$ cat src/rtl/mch_counter.sv
// Multi-channel down counter: NUM_CH independent IDLE/RUN channels with optional auto-reload.
// Optional per-channel pause input enabled by defining MCH_COUNTER_PAUSE_EN.

module mch_counter_ch #(
    parameter int CNT_WIDTH = 7
) (
    input  logic                 clk,
    input  logic                 rst_n,
    input  logic                 start_i,
    input  logic [CNT_WIDTH-1:0] val_i,
    input  logic                 reload_i,
    input  logic                 abort_i,
    input  logic                 pause_i,
    output logic [CNT_WIDTH-1:0] cnt_o,
    output logic                 busy_o,
    output logic                 done_o
);
    typedef enum logic {IDLE, RUN} state_t;

    state_t               state_q, state_d;
    logic [CNT_WIDTH-1:0] cnt_q, cnt_d;
    logic [CNT_WIDTH-1:0] shn_q, shn_d;
    logic                 shr_q, shr_d;
    logic                 done_q, done_d;

    always_ff @(posedge clk or negedge rst_n) begin
        if (!rst_n) begin
            state_q <= IDLE;
            cnt_q   <= '0;
            shn_q   <= '0;
            shr_q   <= 1'b0;
            done_q  <= 1'b0;
        end else begin
            state_q <= state_d;
            cnt_q   <= cnt_d;
            shn_q   <= shn_d;
            shr_q   <= shr_d;
            done_q  <= done_d;
        end
    end

    // Priority: abort, then start, then normal counting.
    always_comb begin
        state_d = state_q;
        cnt_d   = cnt_q;
        shn_d   = shn_q;
        shr_d   = shr_q;
        done_d  = 1'b0;
        if (abort_i) begin
            state_d = IDLE;
            cnt_d   = '0;
        end else if (start_i) begin
            if (val_i != '0) begin
                state_d = RUN;
                cnt_d   = val_i;
                shn_d   = val_i;
                shr_d   = reload_i;
            end else begin
                // Zero-length count: immediate terminal pulse, never enters RUN.
                state_d = IDLE;
                cnt_d   = '0;
                done_d  = 1'b1;
            end
        end else if (state_q == RUN && !pause_i) begin
            if (cnt_q != '0) begin
                cnt_d  = cnt_q - 1'b1;
                done_d = (cnt_q == CNT_WIDTH'(1));
            end else if (shr_q) begin
                cnt_d = shn_q;
            end else begin
                state_d = IDLE;
            end
        end
    end

    assign cnt_o  = cnt_q;
    assign busy_o = (state_q == RUN);
    assign done_o = done_q;
endmodule

module mch_counter #(
    parameter int CNT_WIDTH = 7,
    parameter int NUM_CH    = 4
) (
    input  logic                        clk,
    input  logic                        rst_n,
    input  logic [NUM_CH-1:0]           start_i,
    input  logic [NUM_CH*CNT_WIDTH-1:0] cnt_val_i,
    input  logic [NUM_CH-1:0]           reload_i,
    input  logic [NUM_CH-1:0]           abort_i,
`ifdef MCH_COUNTER_PAUSE_EN
    input  logic [NUM_CH-1:0]           pause_i,
`endif
    output logic [NUM_CH*CNT_WIDTH-1:0] cnt_o,
    output logic [NUM_CH-1:0]           busy_o,
    output logic [NUM_CH-1:0]           done_o
);
    logic [NUM_CH-1:0] pause_w;
`ifdef MCH_COUNTER_PAUSE_EN
    assign pause_w = pause_i;
`else
    assign pause_w = '0;
`endif

    for (genvar c = 0; c < NUM_CH; c++) begin : g_ch
        mch_counter_ch #(.CNT_WIDTH(CNT_WIDTH)) u_ch (
            .clk      (clk),
            .rst_n    (rst_n),
            .start_i  (start_i[c]),
            .val_i    (cnt_val_i[c*CNT_WIDTH +: CNT_WIDTH]),
            .reload_i (reload_i[c]),
            .abort_i  (abort_i[c]),
            .pause_i  (pause_w[c]),
            .cnt_o    (cnt_o[c*CNT_WIDTH +: CNT_WIDTH]),
            .busy_o   (busy_o[c]),
            .done_o   (done_o[c])
        );
    end
endmodule

$ cat config.mk
export PLATFORM = sky130hd
export DESIGN_NAME = mch_counter
export DESIGN_NICKNAME = d
export VERILOG_FILES = /design/src/rtl/mch_counter.sv
export SDC_FILE = /design/constraint.sdc
export NUM_CORES = 1
export LEC_CHECK = 0
export ABC_AREA = 1
export CAP_MARGIN = 20
export CORE_MARGIN = 3
export CORE_UTILIZATION = 50
export DETAILED_ROUTE_END_ITERATION = 8
export PLACE_DENSITY = 0.74
export SLEW_MARGIN = 40
export SYNTH_ARGS = -nofsm -noshare
export SYNTH_HDL_FRONTEND = slang
export SYNTH_SLANG_ARGS = --single-unit
$ cat constraint.sdc
create_clock -name clk -period 2.2 [get_ports clk]
set_clock_uncertainty 0.1 [all_clocks]
set_input_delay 0.22 -clock clk [delete_from_list [all_inputs] [get_ports clk]]
set_output_delay 0.22 -clock clk [all_outputs]
set_load 0.02 [all_outputs]
======== Yosys cells after proc, flatten, opt, wreduce, memory -nomap -nowiden ========
Cells that the tools add are included.
operators by class
  bitwise gates (word level) .............. 4
  mux-type cells .......................... 68
  eq/ne operators ......................... 4
  add/sub/neg operators ................... 4
  reductions and logical operators ........ 24
operators by type and width
  cell                                                                 count
  7-bit two-way mux                                                    24
  7-bit nonzero test                                                   8
  1-bit two-way mux                                                    44
  7-bit by 1-bit == test with 1-bit output (second input constant)     4
  7-bit by 1-bit subtractor with 7-bit output (second input constant)  4
  4-bit nonzero test                                                   4
  3-bit AND reduction                                                  4
  3-bit nonzero test                                                   4
  2-bit AND reduction                                                  4
  1-bit NOT                                                            4
storage, ports and cells
  logic and storage cells ................. 124
  register bits after elaboration ......... 68

======== Logic depth before layout (Yosys ltp) ========
  depth in word-level cells ............... 5
  gate-level depth with buffers ........... 10
  depth with buffers taken out ............ 10

======== By module ========
Synthesis repeated with hierarchy kept, for this count alone.
second synthesis, totals
  cells, all modules ...................... 622
  area total of the unflattened synthesis .. 4,584.4 um^2
by module, submodules not included
  module                             area an instance (um^2)  cells an instance  sequential area each (um^2)  times used
  mch_counter_ch (g_ch[0].u_ch ...)  1,152.4                  156                425.4                        3
  mch_counter_ch (g_ch[3].u_ch)      1,123.6                  153                425.4                        1
  mch_counter                        3.8                      1                  0.0                          1

======== Worst setup path after synthesis ========
No wires, ideal clock.
  kind .................................... register to register
  from .................................... reg g_ch[0].u_ch.cnt_q[0]
  to ...................................... reg g_ch[0].u_ch.cnt_q[3]
  path buffers ............................ 0
  data required time ...................... 1.982 ns
  library setup time ...................... 0.118 ns
  slack ................................... 0.511 ns
  arrival time ............................ 1.472 ns
  clock period less this slack ............ 1.689 ns
  cell stages (with the launch flop) ...... 10
  cells stage by stage .................... dfrtp_1 > inv_1 > ha_1 > nand2_4 > nor2_8 > nand3_2 > nand2_2 > inv_2 > nor2_1 > nor2_1
on the way
  cells in the longest elaborated chain, start to end .. 5
  elaborated cells on any way between the ends .. 8
  those cells by class .................... add/sub: 1; mux: 4; reduce/logical: 3
ends and longest elaborated chain
  what                                                                               RTL line  text
  start, declared                                                                    21        logic [CNT_WIDTH-1:0] cnt_q, cnt_d;
  start signal, assigned                                                             35        cnt_q <= cnt_d;
  7-bit by 1-bit subtractor with 7-bit output or 7-bit nonzero test (tied branches)  66, 65
  7-bit two-way mux                                                                  65        if (cnt_q != '0) begin
  7-bit two-way mux                                                                  64        end else if (state_q == RUN && !pause_i) begin
  7-bit two-way mux                                                                  52        end else if (start_i) begin
  7-bit two-way mux                                                                  49        if (abort_i) begin
Several ways; a longest one is shown, not always the timed one. The select of a mux whose other input is x is not followed.
A chain may end at the register's enable or synchronous reset.

======== Worst setup path in the final report ========
Ends and elaborated chain as after synthesis.

==> metrics.md <==
| Metric | Value |
|---|---|
| Post-synth EDFFs | 0 |
| Crit-path cells | inv_1 > ha_1 > nand2_4 > nor2_8 > nand3_2 > nand2_2 > inv_2 > nor2_1 > nor2_1 |
| Top_reg_cell synth | dfrtp_1 |
| Critical Path Most Common Cell | nor2_1 |
| CP Max Fanout | 10 |
| Placeable core area | 8258 µm² |
| Routed len/inst | 12.70 µm |
| Fillcell total | 777 |
| Fmax | 0.5371 GHz |
| Area of the multi-input gates | 2221 µm² |
| CP Class | flop to flop |
| Crit path time final | 1862 ps |
| CTS tree | yes |
| Setup TNS | 0 ps |
| Post-route ant nets | 0 |
| Crit path largest cell delay | 450 ps |
| Synth Warn # | 0 |
| Flop and latch count out of synthesis | 68 |
| Mapped Nets | 668 |
| Maxcap violations | 0 |
| Final setup violation count | 0 |
| Die area | 9704 µm² |
| GRT overflow | 0 |
| First-pass GRT wire length | 17310 µm |
| Port Buffers | 77 |
| Data arrival, critical path | 1990 ps |
| Cell Rows | 33 |
| Outcome | completed |
| Seq/Total Area, Yosys | 39.77% |
| Sw Ratio | 39.54% |
| Yosys cell types | 26 |
| Via-to-Cell Ratio | 5.067 |
| Cells on worst reg2reg path | 9 |
| Logic gate share of total power | 38.8% |
| Die H | 98.51 µm |
| Hpwl dp | 7857 µm |
| Via count | 4089 |
| CP required | 2330 ps |
| Crit start category | flop |
| Synth-to-Final Area Change | 24.12% |
| Gr usage total | 21.63% |
| Vias in the first global route | 3739 |
| Worst hold path class | input port to asynchronous set/reset pin |
| Psw | 0.001607 W |
| DRT iter0 DRCs | 180 |
| Final period util | 84.63% |
| Initial antenna violation count | 0 |
| DRC violation count after routing | 0 |
| RePlAce Congestion | 0.8991 |
| Chip width | 98.51 µm |
| Synth Cell Area | 4279 µm² |
| I/O Pins | 78 |
| Post-synth top cells | nand2_1 (240), nor2_1 (69), dfrtp_1 (68) |
| Area leader, netlist | dfrtp_1 |
| Initial Utilization | 51.82% |
| Later-pin clock latency in the skew report | 350 ps |
| Slew HR | 72.15% |
| Final net count | 752 |
| Sequential share of power | 40.3% |
| First-pass iteration count of the detailed router | 5 |
| Clock power share | 20.9% |
| Htree depth | 3 |
| Final hold viol count | 0 |
| Top post-synthesis cells by area | dfrtp_1 (40%), nand2_1 (21%), nor2_1 (6.1%) |
| Inserted Clock Buffers | 9 |
| P_int | 0.002457 W |
| Synth Area per Inst | 6.969 µm² |
| Sequential Area | 1702 µm² |
| Slowest CP cell | dfrtp_1 |
| Reg2reg setup slack | 340 ps |
| Root Driver | clkbuf_8 |
| Critical Path End Type | flop |
| Post-Place Cell Area | 5151 µm² |
| Final instance area | 5311 µm² |
| ANT cells | 0 |
| VDD IR max | 508.4 µV |
| Routed Wire Length | 10250 µm |
| Synth top area share | 39.77% |
| Reg clk slew, reported paths | 70 ps |
| Final max-slew violation count | 0 |
| Asr flop ratio synth | 100.0% |
| TritonCTS Sinks | 68 |
| Pin count of the biggest net entering global routing | 69 |
| Most instantiated library cell after synthesis | nand2_1 |
| Worst Max-Slew Pin Slew | 414.0 ps |
| Leakage power | 2.799 nW |
| Unrepaired setup endpoints after global routing | no |
| PD cells | 765.2 nW/µm² |
| Bufs on Longest Clock Path | 2 |
| Share of cells above drive strength 1 | 8.832% |
| Cells after synthesis | 614 |
-- final cells by class --
| type | instances | share of cell area (%) |
|---|---|---|
| multi-input cells | 459 | 41.81 |
| flip-flops and latches | 68 | 32.04 |
| repair buffers | 81 | 15.27 |
| inverters | 79 | 5.583 |
| clock buffers | 12 | 2.544 |
| well taps | 105 | 2.474 |
| clock inverters | 3 | 0.2827 |
-- power by group through the flow --
stage / Combinational, W / Sequential (W) / Clock [W]
after global placement: 0.00154 / 0.00165 / 0
final: 0.00158 / 0.00164 / 0.000848
after detailed placement: 0.00157 / 0.00166 / 0
after CTS: 0.00158 / 0.00164 / 0.000867
after floorplan: 0.000948 / 0.00172 / 0
after global routing: 0.00176 / 0.00167 / 0.000932
-- kinds of logic (layout without fill, tap and decap cells) --
family,after synthesis,in the layout,synth area share (%)
buffers and inverters,87,175,8.333
DFF,68,68,39.77
and+or+nand+nor,413,413,43.80
adders and majority gates,12,12,3.509
xor gates and xnor gates,4,4,0.8186
AOI/OAI and AO/OA,30,30,3.772
-- routing by layer --
| layer | track usage (%) | routed length (µm) |
|---|---|---|
| met2 | 35.62 | 4911 |
| met1 | 28.93 | 4668 |
| met3 | 4.459 | 527 |
| met5 | 0 | 0 |
| met4 | 6.408 | 142 |
-- cell usage in the layout, fill, tap and decap left out --
cell	synthesis	final
buf_2	0	1
dfrtp_1	68	68
inv_2	12	12
clkbuf_8	0	9
nand2_1	240	240
o31ai_1	3	3
nand2_2	9	9
o21ai_1	6	6
buf_12	0	1
o32ai_1	1	1
a21oi_1	17	17
nor2_8	4	4
nand2_4	2	2
clkbuf_1	0	3
nor2_2	8	8
xnor2_1	4	4
nor3_1	4	4
nor2_4	7	7
nand3_2	2	2
or2_1	4	4
clkinv_2	0	3
inv_1	67	67
clkdlybuf4s50_1	0	76
dlygate4sd3_1	0	1
nand3b_1	1	1
nand3_1	50	50
buf_4	8	2
nand3_4	2	2
ha_1	12	12
o21ai_0	3	3
nand4_1	8	8
nor4_1	3	3
nor2_1	69	69
-- per-stage QoR --
stage	setup WS, ps	instances	hold WS [ps]	power (W)	util (%)
after floorplan	510.6	614	-175.6	0.002670	-
after global placement	322.0	791	171.8	0.003195	62.38
after detailed placement	269.3	791	171.0	0.003229	62.38
after CTS	360.5	807	335.9	0.004083	64.32
after global routing	192.3	807	361.7	0.004355	64.32
final	338.1	807	307.6	0.004064	64.32
-- worst max-delay path: cells and delay by family (launching register included) --
kind,cells,cell delay [ps]
adder cells (fa/ha/maj),1,220
flip-flops,1,450
AND/OR/NAND/NOR,6,720
buffers and inverters,2,260
-- registers in the layout (all words and copies together), names as in the netlist --
| name | cells |
|---|---|
| g_ch.u_ch.done_o | 4 |
| g_ch.u_ch.shr_q | 4 |
| g_ch.u_ch.shn_q | 28 |
| g_ch.u_ch.cnt_o | 28 |
| g_ch.u_ch.busy_o | 4 |
-- worst paths after layout --
path | end | start
setup / recovery | g_ch[0].u_ch.cnt_o[3]$_DFFE_PN0P_ | g_ch[0].u_ch.cnt_o[0]$_DFFE_PN0P_
hold / removal | g_ch[2].u_ch.cnt_o[5]$_DFFE_PN0P_ | rst_n
setup reg to reg | g_ch[0].u_ch.cnt_o[3]$_DFFE_PN0P_ | g_ch[0].u_ch.cnt_o[0]$_DFFE_PN0P_
hold reg to reg | g_ch[2].u_ch.shn_q[0]$_DFFE_PN0P_ | g_ch[2].u_ch.shn_q[0]$_DFFE_PN0P_
max in group asynchronous | g_ch[1].u_ch.shn_q[2]$_DFFE_PN0P_ | rst_n
min in group clk | g_ch[2].u_ch.shr_q$_DFFE_PN0P_ | reload_i[2]
-- repair_timing --
item                                   CTS  global route
endpoints found under the hold margin   68             0
gates resized for setup                  0             0
hold buffers                             1             0
setup buffers                            0             0
Note: power is estimated with default switching activity, not from simulation.
